<file path="src/rtl/keypad_pkg.sv">
// rtl/keypad_pkg.sv - shared key codes, debounce state encoding and key map
// Contents:
//   KEY_0..KEY_9, KEY_A, KEY_B, KEY_C, KEY_P, NO_KEY  4-bit key codes
//   db_state_t                                         one-hot debounce states
//   key_map(row, col)                                  matrix position to key code
//   is_seq_key(code)                                   key that extends a code sequence
package keypad_pkg;

  localparam logic [3:0] KEY_0  = 4'h0;
  localparam logic [3:0] KEY_1  = 4'h1;
  localparam logic [3:0] KEY_2  = 4'h2;
  localparam logic [3:0] KEY_3  = 4'h3;
  localparam logic [3:0] KEY_4  = 4'h4;
  localparam logic [3:0] KEY_5  = 4'h5;
  localparam logic [3:0] KEY_6  = 4'h6;
  localparam logic [3:0] KEY_7  = 4'h7;
  localparam logic [3:0] KEY_8  = 4'h8;
  localparam logic [3:0] KEY_9  = 4'h9;
  localparam logic [3:0] KEY_A  = 4'hA;
  localparam logic [3:0] KEY_B  = 4'hB;
  localparam logic [3:0] KEY_C  = 4'hC;
  localparam logic [3:0] KEY_P  = 4'hD;
  localparam logic [3:0] NO_KEY = 4'hF;

  // Matrix positions 0..13 (row*4+col) carry keys; r3c2 and r3c3 are empty.
  localparam int POPULATED_KEYS = 14;

  typedef enum logic [2:0] {
    DB_RELEASED  = 3'b001,
    DB_CANDIDATE = 3'b010,
    DB_HELD      = 3'b100
  } db_state_t;

  function automatic logic [3:0] key_map(input logic [1:0] row, input logic [1:0] col);
    logic [3:0] k;
    case ({row, col})
      4'h0:    k = KEY_1;
      4'h1:    k = KEY_2;
      4'h2:    k = KEY_3;
      4'h3:    k = KEY_A;
      4'h4:    k = KEY_4;
      4'h5:    k = KEY_5;
      4'h6:    k = KEY_6;
      4'h7:    k = KEY_B;
      4'h8:    k = KEY_7;
      4'h9:    k = KEY_8;
      4'hA:    k = KEY_9;
      4'hB:    k = KEY_C;
      4'hC:    k = KEY_P;
      4'hD:    k = KEY_0;
      default: k = NO_KEY;
    endcase
    return k;
  endfunction

  // Digits, A and B build up a sequence; C and P close it.
  function automatic logic is_seq_key(input logic [3:0] k);
    return !(k == KEY_C || k == KEY_P);
  endfunction

endpackage

</file>
<file path="src/rtl/keypad_timeout_timer.sv">
// rtl/keypad_timeout_timer.sv - inter-key timeout timer with sequence arming
// Ports:
//   clk, reset  clock, synchronous active-high reset
//   restart     sequence key accepted: arm (unless sequence complete), timer to 0
//   disarm      C or P accepted: disarm, clear timer and sequence count
//   timeout     one-cycle pulse when armed timer reaches TIMEOUT_CYCLES-1
import keypad_pkg::*;

module keypad_timeout_timer #(
  parameter int TIMEOUT_CYCLES = 50_000_000,
  parameter int SEQ_KEYS       = 5
) (
  input  logic clk,
  input  logic reset,
  input  logic restart,
  input  logic disarm,
  output logic timeout
);

  localparam int TW = $clog2(TIMEOUT_CYCLES);
  localparam int SW = $clog2(SEQ_KEYS + 1);

  logic [TW-1:0] timer;
  logic [SW-1:0] seq_cnt;
  logic          armed;

  // restart is the accept decision, one cycle ahead of the code output, so the
  // registered pulse lands exactly TIMEOUT_CYCLES after the code cycle.
  always_ff @(posedge clk) begin
    if (reset) begin
      timer   <= '0;
      seq_cnt <= '0;
      armed   <= 1'b0;
      timeout <= 1'b0;
    end else begin
      timeout <= 1'b0;
      if (restart) begin
        // Restart has priority over a simultaneous expiry.
        timer <= '0;
        if (seq_cnt == SW'(SEQ_KEYS - 1)) begin
          armed   <= 1'b0;
          seq_cnt <= '0;
        end else begin
          armed   <= 1'b1;
          seq_cnt <= seq_cnt + SW'(1);
        end
      end else if (disarm) begin
        armed   <= 1'b0;
        timer   <= '0;
        seq_cnt <= '0;
      end else if (armed) begin
        if (timer == TW'(TIMEOUT_CYCLES - 1)) begin
          timeout <= 1'b1;
          armed   <= 1'b0;
          timer   <= '0;
          seq_cnt <= '0;
        end else begin
          timer <= timer + TW'(1);
        end
      end
    end
  end

endmodule

</file>
<file path="src/rtl/keypad_scanner.sv">
// rtl/keypad_scanner.sv - 4x4 keypad scan, debounce, key code and timeout generation
// Ports:
//   clk, reset  clock, synchronous active-high reset
//   col_n[3:0]  keypad columns, active-low, asynchronous
//   row_n[3:0]  row drive, one-hot-low
//   code[3:0]   key code for one cycle per accepted press, else NO_KEY
//   key_valid   high when code != NO_KEY
//   timeout     one-cycle inter-key timeout pulse
import keypad_pkg::*;

module keypad_scanner #(
  parameter int SCAN_DIV       = 1000,
  parameter int DEBOUNCE_SCANS = 4,
  parameter int TIMEOUT_CYCLES = 50_000_000
) (
  input  logic       clk,
  input  logic       reset,
  input  logic [3:0] col_n,
  output logic [3:0] row_n,
  output logic [3:0] code,
  output logic       key_valid,
  output logic       timeout
);

  localparam int DIV_W = (SCAN_DIV > 1) ? $clog2(SCAN_DIV) : 1;
  localparam int CNT_W = $clog2(DEBOUNCE_SCANS + 1);

  logic [3:0]       col_meta, col_sync;
  logic [DIV_W-1:0] div_cnt;
  logic [1:0]       row_idx;
  logic [15:0]      snap, snap_next;
  logic             slot_end, scan_end;
  logic [3:0]       n_keys;
  logic [3:0]       single_code;
  logic             is_none, is_single, is_multi;
  db_state_t        state;
  logic [CNT_W-1:0] match_cnt;
  logic [3:0]       cand;
  logic             emit_now;

  always_ff @(posedge clk) begin
    if (reset) begin
      col_meta <= 4'hF;
      col_sync <= 4'hF;
    end else begin
      col_meta <= col_n;
      col_sync <= col_meta;
    end
  end

  assign slot_end = (div_cnt == DIV_W'(SCAN_DIV - 1));
  assign scan_end = slot_end && (row_idx == 2'd3);

  // Snapshot with the current row slice inserted, so the row-3 sample taken
  // in the evaluation cycle is already part of what gets classified.
  always_comb begin
    snap_next = snap;
    snap_next[{row_idx, 2'b00} +: 4] = ~col_sync;
  end

  always_ff @(posedge clk) begin
    if (reset) begin
      div_cnt <= '0;
      row_idx <= 2'd0;
      row_n   <= 4'b1110;
      snap    <= '0;
    end else if (slot_end) begin
      div_cnt <= '0;
      row_idx <= row_idx + 2'd1;
      row_n   <= ~(4'b0001 << (row_idx + 2'd1));
      snap    <= snap_next;
    end else begin
      div_cnt <= div_cnt + DIV_W'(1);
    end
  end

  // Classify populated positions only; r3c2/r3c3 never count.
  always_comb begin
    n_keys      = '0;
    single_code = NO_KEY;
    for (int i = 0; i < POPULATED_KEYS; i++) begin
      if (snap_next[i]) begin
        n_keys      = n_keys + 4'd1;
        single_code = key_map(2'(i / 4), 2'(i % 4));
      end
    end
  end

  assign is_none   = (n_keys == 4'd0);
  assign is_single = (n_keys == 4'd1);
  assign is_multi  = !is_none && !is_single;

  always_comb begin
    emit_now = 1'b0;
    if (scan_end && is_single) begin
      if (state == DB_RELEASED && DEBOUNCE_SCANS == 1)
        emit_now = 1'b1;
      else if (state == DB_CANDIDATE && single_code == cand &&
               match_cnt == CNT_W'(DEBOUNCE_SCANS - 1))
        emit_now = 1'b1;
    end
  end

  always_ff @(posedge clk) begin
    if (reset) begin
      state     <= DB_RELEASED;
      match_cnt <= '0;
      cand      <= NO_KEY;
      code      <= NO_KEY;
      key_valid <= 1'b0;
    end else begin
      code      <= NO_KEY;
      key_valid <= 1'b0;
      if (emit_now) begin
        code      <= single_code;
        key_valid <= 1'b1;
      end
      if (scan_end) begin
        case (state)
          DB_RELEASED: begin
            if (is_multi || emit_now) begin
              state     <= DB_HELD;
              match_cnt <= '0;
            end else if (is_single) begin
              state     <= DB_CANDIDATE;
              cand      <= single_code;
              match_cnt <= CNT_W'(1);
            end
          end
          DB_CANDIDATE: begin
            if (emit_now) begin
              state     <= DB_HELD;
              match_cnt <= '0;
            end else if (is_single && single_code == cand) begin
              match_cnt <= match_cnt + CNT_W'(1);
            end else begin
              state     <= DB_RELEASED;
              match_cnt <= '0;
            end
          end
          DB_HELD: begin
            // match_cnt counts consecutive empty scans here.
            if (!is_none) begin
              match_cnt <= '0;
            end else if (match_cnt == CNT_W'(DEBOUNCE_SCANS - 1)) begin
              state     <= DB_RELEASED;
              match_cnt <= '0;
            end else begin
              match_cnt <= match_cnt + CNT_W'(1);
            end
          end
          default: begin
            state     <= DB_RELEASED;
            match_cnt <= '0;
          end
        endcase
      end
    end
  end

  keypad_timeout_timer #(
    .TIMEOUT_CYCLES (TIMEOUT_CYCLES),
    .SEQ_KEYS       (5)
  ) u_timeout_timer (
    .clk     (clk),
    .reset   (reset),
    .restart (emit_now && is_seq_key(single_code)),
    .disarm  (emit_now && !is_seq_key(single_code)),
    .timeout (timeout)
  );

endmodule

</file>
<file path="config.mk">
export PLATFORM = sky130hd
export DESIGN_NAME = keypad_scanner
export DESIGN_NICKNAME = d
export VERILOG_FILES = /design/src/rtl/keypad_pkg.sv /design/src/rtl/keypad_timeout_timer.sv /design/src/rtl/keypad_scanner.sv
export SDC_FILE = /design/constraint.sdc
export NUM_CORES = 1
export LEC_CHECK = 0
export ABC_CLOCK_PERIOD_IN_PS = 12180
export CORE_MARGIN = 2
export CORE_UTILIZATION = 52
export DETAILED_ROUTE_END_ITERATION = 12
export PLACE_DENSITY_LB_ADDON = 0.15
export RECOVER_POWER = 25
export SETUP_SLACK_MARGIN = 0.02
export SYNTH_ARGS = -nofsm -noshare
export SYNTH_HDL_FRONTEND = slang
export SYNTH_HIERARCHICAL = 1
export SYNTH_SLANG_ARGS = --single-unit
</file>
<file path="constraint.sdc">
create_clock -name clk -period 12.18 [get_ports clk]
set_input_delay 1.218 -clock clk [delete_from_list [all_inputs] [get_ports clk]]
set_output_delay 1.218 -clock clk [all_outputs]
set_load 0.1 [all_outputs]
</file>
==> out/qor.yml <==
die:
  io_pins: 16
  die_w_um: 109
  die_y_um: 109
  initial_core_util_pct: 53.3
  fp-row-count: 38
  core_um2: 10800
  die_area_um2: 12000
cts:
  cts_buffer_depth: 2
  insertion_delay_ps: 370
  cts_hold_buffers: 0
  cts.clk_slew.worst_paths_ps: 80
  cts_sinks: 84
  htree_levels: 3
  root_buffer: "clkbuf_8"
  cts_tree: "yes"
  numCtsBuffers: 9
critical_path:
  worstSetupPathType: "flip-flop to flip-flop"
  crit_fanout: 29
  slowest_stage: "or3_4"
  cpPeakStageDelay_ps: 550
  worstPathRequired_ps: 12460
  cp_common_cell: "ha_1"
  start_kind: "flip-flop"
  reg2reg_depth: 48
  arrival_ps: 11460
  end_kind: "flip-flop"
global_routing:
  antenna_found_initial: 0
  grt_pass1_vias: 4722
  grt_max_degree: 42
  grt_overflow_total: 0
  grt_pass1_wl_um: 22500
  global_route.usage.total_pct: 23.5
drt:
  ant_nets: 0
  wl_per_cell_um: 15.8
  met1Wirelength_um: 6340
  drc: 0
  top_layer_used: "met4"
  finalWirelength_um: 13300
  wl_met2_um: 6130
  post_drt_via_cell_ratio: 6.05
  drtIter0Drc: 310
  first_pass_iters: 6
  num_vias: 5075
  route.met3.wl_um: 530
sta:
  hold_ws_ps: 417
  drv_slew: 41
  tns_ps: 0
  final_hold_viol_count: 0
  period_minus_slack_ps: 11170
  fmax_mhz: 89.5
  finalWorstSetupSlack_ps: 1010
  setup-violations-final: 0
  skew_ps: 13.0
  rsz0062_at_grt: "false"
  final.period_utilization_pct: 91.7
  worstMarginPinSlew_ps: 1880
  max-slew-margin-rel_pct: -25.5
min_path:
  hold_class: "flip-flop to flip-flop"
  min_path_cells: 1
placement:
  place_congestion: 0.879
  dp_slack_ps: 457
  portBuffers: 15
  dp_hpwl_um: 9710
  dp_cells: 823
yosys:
  syn-cell-area_um2: 5780
  syn_avg_cell_area_um2: 8.30
  synth_edf_count: 0
  yosys_warnings: 6
  syn-instance-count: 696
  synth_seq_area_share_pct: 29.1
  synth-seq-cells: 84
  synthArstFlopShare_pct: 0
  synth.distinct_cells: 84
  synth_ff_type: "dfxtp_1"
  synth_nets: 728
pwr:
  worst_ir_drop_vdd_mv: 0.0879
  combPwrFrac_pct: 10.3
  p_per_area_nw_per_um2: 86.9
  power_mw: 0.540
  sw_frac_of_total_pct: 25.7
  intPower_mw: 0.402
  p_leak_nw: 2.14
  p_seq_share_pct: 51.6
  switching_power_mw: 0.139
  clockPowerShare_pct: 38.1
job:
  cap_violations: 1
outcome:
  status: "finished, violations left"
  violations: "capacitance limit, slew limit"
cells_and_area:
  final_cell_mix: "83 x dfxtp_1, 70 x nor2_1, 53 x nand2_1"
  final_net_count: 726
  layout.cells.non_filler: 839
  syn_to_final_growth_pct: 7.67
  drive_gt1_share_pct: 9.01
  antennaDiodeCount: 0
  final_common_cell: "dfxtp_1"
-- routing by layer --
layer / up-vias / GRT usage, %
li1: 2562 / -
met1: 2375 / 32.2
met2: 115 / 37.3
met3: 23 / 4.21
met4: 0 / 7.78
met5: - / 0
-- cells by family (layout without fill, tap and decap cells) --
family          Yosys count  after routing  synth area share (%)
compound gates          164            164                  20.8
xor+xnor                 62             62                  11.1
fa+ha+maj                26             26                  5.63
buf+inv                  62             65                  4.42
flops                    84             84                  29.1
mux                      11             11                  2.23
simple gates            287            287                  26.7
-- registers in the layout, summed over array words and instances, names as in the netlist --
| register | count |
|---|---|
| row_idx | 2 |
| key_valid | 1 |
| div_cnt | 10 |
| col_meta | 4 |
| state | 3 |
| snap | 14 |
| u_timeout_timer/timeout | 1 |
| col_sync | 4 |
| cand | 4 |
| code | 4 |
| match_cnt | 3 |
| u_timeout_timer/seq_cnt | 3 |
| row_n | 4 |
| u_timeout_timer/armed | 1 |
| u_timeout_timer/timer | 26 |
-- repair_timing --
action / CTS / global route
buffers inserted: 0 / 0
hold endpoints to repair: 0 / 0
setup endpoints to repair: 0 / 29
resized for setup: 0 / 4
-- cells in the mapped netlist, types with 6 or more instances --
| cell | count | area, um2 |
|---|---|---|
| nand2_1 | 53 | 199 |
| and3_1 | 6 | 37.5 |
| nand3b_1 | 6 | 45.0 |
| or2_2 | 12 | 75.1 |
| nand2b_1 | 9 | 56.3 |
| nor4_1 | 7 | 43.8 |
| nor2b_1 | 13 | 81.3 |
| o21ai_0 | 33 | 165 |
| o211ai_1 | 11 | 82.6 |
| o22ai_1 | 7 | 43.8 |
| or4_1 | 7 | 52.6 |
| inv_1 | 26 | 97.6 |
| a21oi_1 | 15 | 75.1 |
| nand3_1 | 26 | 130 |
| clkbuf_1 | 25 | 93.8 |
| xnor2_1 | 36 | 315 |
| dfxtp_1 | 84 | 1680 |
| nor2_1 | 70 | 263 |
| ha_1 | 26 | 325 |
| a31oi_1 | 8 | 50.1 |
| o31ai_1 | 10 | 75.1 |
| xor2_1 | 19 | 166 |
| nand4_1 | 12 | 75.1 |
| or3_1 | 13 | 81.3 |
| a211oi_1 | 28 | 210 |
| nor3_1 | 23 | 115 |
| buf_2 | 6 | 30.0 |
-- worst max-delay path, delay by kind of cell, from the launching register on --
kind	cells	cell delay, ps
muxes	1	390
buffers and inverters	4	380
and+or+nand+nor	16	2980
DFF	1	530
xor gates and xnor gates	2	550
adders and majority gates	13	4040
AOI/OAI and AO/OA	12	2190
-- cell type report --
| type | instances | area (um2) |
|---|---|---|
| Fill cell | 970 | 4620 |
| Multi-Input combinational cell | 550 | 3860 |
| Sequential cell | 84 | 1680 |
| Timing Repair Buffer | 21 | 191 |
| Tap cell | 140 | 175 |
| Clock buffer | 12 | 145 |
| Inverter | 28 | 105 |
| Clock inverter | 4 | 56.3 |
-- power by group through the flow --
stage | clock network [mW] | registers [mW] | logic [mW]
6_report | 0.206 | 0.279 | 0.0558
2_1_floorplan | 0 | 0.284 | 0.0441
5_1_grt | 0.223 | 0.279 | 0.0625
4_1_cts | 0.213 | 0.279 | 0.0555
3_3_place_gp | 0 | 0.285 | 0.0531
3_5_place_dp | 0 | 0.285 | 0.0550
-- per-stage QoR --
stage	area [um2]	utilization, %
6_report	6220	57.4
5_1_grt	6220	57.4
4_1_cts	6210	57.3
3_5_place_dp	6010	55.4
3_3_place_gp	6010	55.4
2_1_floorplan	5780	-
-- path summary, 6_finish.rpt --
check                                  to  slack (ps)        start
setup reg to reg  u_timeout_timer/timeout        1010   row_idx[0]
hold reg to reg               col_sync[1]         420  col_meta[1]
hold / removal                col_sync[1]         420  col_meta[1]
setup / recovery  u_timeout_timer/timeout        1010   row_idx[0]
(Power assumes the default switching activity.)
